$ cat config.mk
export PLATFORM = sky130hd
export DESIGN_NAME = pwm_gen
export DESIGN_NICKNAME = d
export VERILOG_FILES = /design/src/rtl/pwm_pkg.sv /design/src/rtl/pwm_shadow_reg.sv /design/src/rtl/pwm_gen.sv
export SDC_FILE = /design/constraint.sdc
export NUM_CORES = 1
export LEC_CHECK = 0
export ABC_AREA = 1
export CAP_MARGIN = 20
export CORE_MARGIN = 5
export CORE_UTILIZATION = 52
export CTS_CLUSTER_SIZE = 12
export DETAILED_ROUTE_END_ITERATION = 16
export DONT_BUFFER_PORTS = 1
export HOLD_SLACK_MARGIN = 0.12
export PLACE_DENSITY_LB_ADDON = 0.3
export SLEW_MARGIN = 0
export SYNTH_ARGS = -nofsm -noshare
export SYNTH_HDL_FRONTEND = slang
export SYNTH_SLANG_ARGS = --single-unit
$ cat constraint.sdc
create_clock -name clk -period 1.3 [get_ports clk]
set_input_delay 0.26 -clock clk [delete_from_list [all_inputs] [get_ports clk]]
set_output_delay 0.26 -clock clk [all_outputs]
set_load 0.03 [all_outputs]
$ cat src/rtl/pwm_pkg.sv
// Shared state encoding and reset defaults for the PWM generator.
package pwm_pkg;

    typedef enum logic [1:0] {
        ST_IDLE  = 2'b00,
        ST_RUN   = 2'b01,
        ST_DRAIN = 2'b10
    } state_e;

    // Reset fill bits: period defaults to all ones, duty to all zeros.
    localparam logic PERIOD_RST_BIT = 1'b1;
    localparam logic DUTY_RST_BIT   = 1'b0;

endpackage

$ cat src/rtl/pwm_shadow_reg.sv
// Shadow config register with pending flag; accepts one config until the FSM loads it.
module pwm_shadow_reg
    import pwm_pkg::*;
#(
    parameter int unsigned WIDTH = 8
) (
    input  logic             clk,
    input  logic             reset,
    input  logic             cfg_valid,
    input  logic [WIDTH-1:0] cfg_period,
    input  logic [WIDTH-1:0] cfg_duty,
    input  logic             load,
    output logic             cfg_ready,
    output logic             pending,
    output logic [WIDTH-1:0] shadow_period,
    output logic [WIDTH-1:0] shadow_duty
);

    logic             pending_q, pending_d;
    logic [WIDTH-1:0] period_sh_q, period_sh_d;
    logic [WIDTH-1:0] duty_sh_q, duty_sh_d;

    // load is only raised while pending, so it never coincides with a transfer.
    always_comb begin
        pending_d   = pending_q;
        period_sh_d = period_sh_q;
        duty_sh_d   = duty_sh_q;
        if (cfg_valid && !pending_q) begin
            pending_d   = 1'b1;
            period_sh_d = cfg_period;
            duty_sh_d   = cfg_duty;
        end else if (load) begin
            pending_d = 1'b0;
        end
    end

    always_ff @(posedge clk) begin
        if (!reset) begin
            pending_q   <= 1'b0;
            period_sh_q <= {WIDTH{PERIOD_RST_BIT}};
            duty_sh_q   <= {WIDTH{DUTY_RST_BIT}};
        end else begin
            pending_q   <= pending_d;
            period_sh_q <= period_sh_d;
            duty_sh_q   <= duty_sh_d;
        end
    end

    assign cfg_ready     = !pending_q;
    assign pending       = pending_q;
    assign shadow_period = period_sh_q;
    assign shadow_duty   = duty_sh_q;

endmodule

$ cat src/rtl/pwm_gen.sv
// Programmable PWM / period timer with glitch-free config update at period boundaries.
// Optional sticky period interrupt is enabled by defining PWM_IRQ_EN.
module pwm_gen
    import pwm_pkg::*;
#(
    parameter int unsigned WIDTH = 8
) (
    input  logic             clk,
    input  logic             reset,
    input  logic             en,
    input  logic             cfg_valid,
    output logic             cfg_ready,
    input  logic [WIDTH-1:0] cfg_period,
    input  logic [WIDTH-1:0] cfg_duty,
    output logic [WIDTH-1:0] cnt,
    output logic             pwm_out,
    output logic             period_tick,
`ifdef PWM_IRQ_EN
    input  logic             irq_clr,
    output logic             irq,
`endif
    output logic             busy
);

    state_e           state_q, state_d;
    logic [WIDTH-1:0] cnt_q, cnt_d;
    logic [WIDTH-1:0] period_q, period_d;
    logic [WIDTH-1:0] duty_q, duty_d;
    logic             pending;
    logic             load;
    logic             wrap;
    logic [WIDTH-1:0] shadow_period;
    logic [WIDTH-1:0] shadow_duty;

    pwm_shadow_reg #(
        .WIDTH(WIDTH)
    ) u_shadow (
        .clk          (clk),
        .reset        (reset),
        .cfg_valid    (cfg_valid),
        .cfg_period   (cfg_period),
        .cfg_duty     (cfg_duty),
        .load         (load),
        .cfg_ready    (cfg_ready),
        .pending      (pending),
        .shadow_period(shadow_period),
        .shadow_duty  (shadow_duty)
    );

    assign wrap = (cnt_q == period_q);

    always_comb begin
        state_d  = state_q;
        cnt_d    = cnt_q;
        period_d = period_q;
        duty_d   = duty_q;
        load     = 1'b0;
        unique case (state_q)
            ST_IDLE: begin
                cnt_d = '0;
                load  = pending;
                if (en) state_d = ST_RUN;
            end
            ST_RUN: begin
                cnt_d = wrap ? '0 : cnt_q + 1'b1;
                load  = pending && wrap;
                if (!en) state_d = ST_DRAIN;
            end
            ST_DRAIN: begin
                cnt_d = wrap ? '0 : cnt_q + 1'b1;
                load  = pending && wrap;
                if (en) begin
                    state_d = ST_RUN;
                end else if (wrap) begin
                    state_d = ST_IDLE;
                end
            end
            default: begin
                state_d = ST_IDLE;
                cnt_d   = '0;
            end
        endcase
        if (load) begin
            period_d = shadow_period;
            duty_d   = shadow_duty;
        end
    end

    always_ff @(posedge clk) begin
        if (!reset) begin
            state_q  <= ST_IDLE;
            cnt_q    <= '0;
            period_q <= {WIDTH{PERIOD_RST_BIT}};
            duty_q   <= {WIDTH{DUTY_RST_BIT}};
        end else begin
            state_q  <= state_d;
            cnt_q    <= cnt_d;
            period_q <= period_d;
            duty_q   <= duty_d;
        end
    end

    assign busy        = (state_q != ST_IDLE);
    assign cnt         = cnt_q;
    assign pwm_out     = busy && (cnt_q < duty_q);
    assign period_tick = busy && wrap;

`ifdef PWM_IRQ_EN
    logic irq_q, irq_d;

    // Set wins over clear so a tick is never lost.
    always_comb begin
        irq_d = irq_q;
        if (period_tick) begin
            irq_d = 1'b1;
        end else if (irq_clr) begin
            irq_d = 1'b0;
        end
    end

    always_ff @(posedge clk) begin
        if (!reset) begin
            irq_q <= 1'b0;
        end else begin
            irq_q <= irq_d;
        end
    end

    assign irq = irq_q;
`endif

endmodule
## Word-level counts from Yosys, hierarchy flattened

Cells that the tools add are included.

| operators by class | value |
|---|---|
| add/sub/neg operators | 1 |
| order comparisons | 1 |
| equal/unequal tests | 6 |
| muxes and demuxes | 8 |
| bitwise operators | 2 |
| reduce and logical (&&, ||, !) cells | 11 |

Operators with widths:

| operator | number |
|---|---|
| $add 8x1->8 const B | 1 |
| $eq 8x8->1 | 1 |
| $lt 8x8->1 | 1 |
| $mux 2 | 4 |
| $pmux 2 s3 | 1 |
| $logic_and 1x1->1 | 4 |
| $ne 2x2->1 const B | 2 |
| $reduce_bool 2->1 | 2 |
| $ne 3x3->1 const B | 1 |
| $reduce_and 3->1 | 1 |
| $reduce_or 3->1 | 1 |
| $eq 2x1->1 const B | 1 |
| $eq 2x2->1 const B | 1 |
| $logic_not 2->1 | 1 |
| $mux 1 | 2 |
| $not 1->1 | 2 |
| $pmux 1 s2 | 1 |
| $reduce_or 2->1 | 1 |
| $logic_not 1->1 | 1 |

| storage, ports and cells | value |
|---|---|
| bits in registers | 43 |
| input bits | 20 |
| output and inout bits | 12 |
| logic and storage cells | 36 |

## Depth between registers and ports, before layout

| logic depth | value |
|---|---|
| depth in word-level cells | 5 |
| mapped depth | 11 |
| mapped depth without buffers | 10 |

## Modules after synthesis

Synthesis repeated with hierarchy kept, for this count alone.

| unflattened totals | value |
|---|---|
| cell total of the unflattened synthesis | 301 |
| area, all modules | 2258.4 um^2 |

By module, submodules not included:

| module | instances | cells an instance | area each (um^2) | sequential area each (um^2) |
|---|---|---|---|---|
| pwm_gen | 1 | 208 | 1539.0 | 520.5 |
| pwm_shadow_reg | 1 | 93 | 719.4 | 340.3 |

## Worst setup path after synthesis

No wires, ideal clock.

| timing | value |
|---|---|
| path type | reg-to-output |
| start | register cnt_q[3] (netlist: cnt[3]) |
| end | output port pwm_out |
| data arrival time | 1861 ps |
| data required time | 1040 ps |
| slack | -821 ps |
| stages on the path, launching flop included | 5 |
| buffers on the path | 0 |
| path through | dfxtp_1 -> ha_1 -> a21oi_1 -> o21ai_0 -> a211oi_1 |

| on the way | value |
|---|---|
| word-level cells in the longest chain between the ends | 2 |

RTL lines:

| item | RTL line | text |
|---|---|---|
| start, declared | pwm_gen.sv:26 | `logic [WIDTH-1:0] cnt_q, cnt_d;` |
| start signal, assigned | pwm_gen.sv:97 | `cnt_q <= cnt_d;` |
| $lt 8x8->1 | pwm_gen.sv:105 | `assign pwm_out = busy && (cnt_q < duty_q);` |
| $logic_and 1x1->1 | pwm_gen.sv:105 |  |
| end, declared | pwm_gen.sv:16 | `output logic pwm_out,` |

Every way passes these cells.

## Worst setup path in the final report

| timing | value |
|---|---|
| start | register duty_q[3] |
| end | output port pwm_out |

| on the way | value |
|---|---|
| word-level cells in the longest chain between the ends | 2 |

RTL lines:

| item | RTL line | text |
|---|---|---|
| start, declared | pwm_gen.sv:28 | `logic [WIDTH-1:0] duty_q, duty_d;` |
| start signal, assigned | pwm_gen.sv:94 | `duty_q <= {WIDTH{DUTY_RST_BIT}};` |
| start signal, assigned | pwm_gen.sv:99 | `duty_q <= duty_d;` |
| $lt 8x8->1 | pwm_gen.sv:105 |  |
| $logic_and 1x1->1 | pwm_gen.sv:105 |  |

Every way passes these cells.

==> impl_metrics.tcl <==
set metrics [dict create \
    syn_avg_cell_area_sq_um 7.43 \
    clockRootBuffer "clkbuf_8" \
    synth-async-reset-ratio_pct 0 \
    ys_ff_latch 43 \
    p_int_w 0.00252 \
    clock_path_buffers 2 \
    startpoint "duty_q[3]$_SDFFE_PN0P_" \
    stdcell_area_sq_mm 0.00324 \
    hpwl_um 3300 \
    critical_path_class "reg -> out" \
    place_ws_ns -0.219 \
    combPwrFrac_pct 29.5 \
    yosys-top-cells-area "dfxtp_1, nand2_1, ha_1" \
    period_share_pct 140 \
    ant_nets 0 \
    areaGrowthSynthToFinish_pct 58.1 \
    stdcell_count 382 \
    post_drt_wl_per_cell_um 17.2 \
    dr.pass1.iters 4 \
    core-area_sq_mm 0.00374 \
    drv_cap 0 \
    clkTransAtPathRegs_ns 0.08 \
    grt_overflow_total 0 \
    tightest_slew_ns 0.484 \
    wirelength_um 6570 \
    yosysWarnings 0 \
    synth_edf_count 0 \
    netlist_instances 276 \
    fmax_mhz 550 \
    p_leak_nw 1.38 \
    cp.arrival_ns 1.56 \
    r2r_end "duty_q[5]$_SDFFE_PN0P_" \
    swShare_pct 31.5 \
    initial_utilization_pct 54.8 \
    relSlewSlack_pct 67.7 \
    peakVddDrop_mv 0.861 \
    drt_iter0_drc 104 \
    reg2regPathDepth 11 \
    startpoint_type "flop" \
    hp-class "in -> reg" \
    slew_violations 0 \
    hold_viol 0 \
    drcViolationCount 0 \
    p_seq_share_pct 41.7 \
    nNetsFinal 366 \
    core.rowCount 22 \
    worst_slack_ns -0.519 \
    netlist_area_sq_mm 0.00205 \
    met2_length_um 3380 \
    grtUsageTotal_pct 22.8 \
    antenna_found_initial 0 \
    syn_nets 309 \
    fp.dieH_um 72.8 \
    synth.most_common_cell "nand2_1" \
    grt_pass1_vias 2123 \
    h-tree-depth 2 \
    grt_pass1_wl_um 9460 \
    ys_types 25 \
    num_vias 2096 \
    dp_cells 343 \
    violations "setup timing" \
    postLayoutCoreUtil_pct 86.6 \
    ys_top_cells_by_count "nand2_1, dfxtp_1, nor2_1, nand3_1, inv_1" \
    netlist.area_leader.share_pct 42.0 \
    cts.sinks 43 \
    finalSetupViolations 31 \
    clk_latency_ns 0.29 \
    drive_above_1_share_pct 44.9 \
    die_w_um 72.8 \
    cts_made_buffers 5 \
    worstSetupEndpointType "output pin" \
    wl_met3_um 279 \
    status "complete, but fails checks" \
    fin_skew_ns 0.00555 \
    met1Wirelength_um 2720 \
    crit_fanout 2 \
    switchingPower_w 0.00116 \
    diodes 0 \
    clock_power_share_pct 28.9 \
    ys_seq_area_share_pct 42.0 \
    post_dp_cell_area_sq_mm 0.00239 \
    die_area_sq_mm 0.00530 \
    port_buffers 0 \
    cp.required_ns 1.04 \
    num_io_pins 32 \
    power_density_mw_per_mm2 1130 \
    finalCriticalPeriod_ns 1.82 \
    grt_start_max_net_pins 35 \
    crit_end "pwm_out" \
    r2r_setup_slack_ns -0.39 \
    place.gp.congestion 0.802 \
    drt-vias-per-instance 5.49 \
    p_total_w 0.00368 \
    yosysTopAreaCell "dfxtp_1" \
    rr_startpoint "cnt[6]$_SDFF_PP0_" \
    top_layer "met4" \
    rsz0062_at_grt "yes" \
    tritoncts "done" \
    synthFlopType "dfxtp_1" \
]
-- cells in the final DEF, fill, tap and decap left out, types with 10 or more instances in the layout --
| cell | n |
|---|---|
| nand2_1 | 48 |
| nor2_1 | 28 |
| buf_4 | 27 |
| dfxtp_1 | 24 |
| inv_1 | 20 |
| dlygate4sd3_1 | 17 |
| nand3_2 | 16 |
| nand3_1 | 11 |
| dfxtp_2 | 11 |
| buf_6 | 11 |
| nand2_4 | 10 |
-- repair_timing --
action	CTS	global route
hold buffers	17	0
endpoints found under the hold margin	35	0
buffers inserted	10	2
setup endpoints to repair	29	30
resized for setup	44	62
cloned	1	2
pin swaps	17	27
-- cell families after synthesis --
| group | share of synthesized area [%] |
|---|---|
| flip-flops | 42.0 |
| AO/OA/AOI/OAI | 7.51 |
| adder cells (fa/ha/maj) | 7.93 |
| buffers and inverters | 8.11 |
| XOR/XNOR | 2.56 |
| AND/OR/NAND/NOR | 31.9 |
-- worst min-delay path by stage --
stage,from,end,slack (ns),depth (start not counted)
floorplan,cfg_period[0],u_shadow.shadow_period[0]$_SDFFE_PN1P_,0.39,2
global placement,reset,u_shadow.shadow_period[0]$_SDFFE_PN1P_,0.35,1
detailed placement,reset,period_q[0]$_SDFFE_PN1P_,0.35,1
CTS,cfg_duty[4],u_shadow.shadow_duty[4]$_SDFFE_PN0P_,0.12,2
global route,cfg_duty[4],u_shadow.shadow_duty[4]$_SDFFE_PN0P_,0.14,2
finish,cfg_duty[4],u_shadow.shadow_duty[4]$_SDFFE_PN0P_,0.12,2
-- critical path, cell delays in order, from the launching register on --
cell	delay, ns
dfxtp_2	0.35
inv_2	0.05
ha_4	0.21
a21oi_2	0.14
o21ai_2	0.09
a211oi_4	0.26
buf_6	0.16
-- power by group through the flow --
stage               combinational (W)  sequential, W  clock, W
floorplan                    0.000529        0.00151         0
global placement             0.000678        0.00152         0
detailed placement           0.000699        0.00152         0
CTS                          0.000881        0.00150   0.00107
global route                  0.00118        0.00154   0.00112
finish                        0.00108        0.00153   0.00106
-- sequential cells by signal, summed over array words and instances, names as in the netlist --
register                cells
u_shadow.shadow_period      8
u_shadow.pending            1
duty_q                      8
period_q                    8
state_q                     2
cnt                         8
u_shadow.shadow_duty        8
-- final cells by class --
class	instances	area (sq um)
clock buffer	8	123
fill	179	500
inverter	27	104
sequential	43	905
timing repair buffer	57	544
multi-input combinational	199	1510
tap	48	60.1
-- per-layer routing --
layer	global-route usage, %	up-vias
li1	-	1006
met2	40.8	63
met4	8.81	0
met5	0	-
met1	27.0	1009
met3	3.72	18
-- metrics by stage --
stage | setup TNS [ns] | hold slack (ns)
after global routing | -9.58 | 0.142
after global placement | -2.30 | 0.350
after detailed placement | -3.23 | 0.353
after floorplan | -0.430 | 0.386
after CTS | -12.84 | 0.124
final | -7.81 | 0.117
No activity file was read; power rests on OpenSTA's default activity.
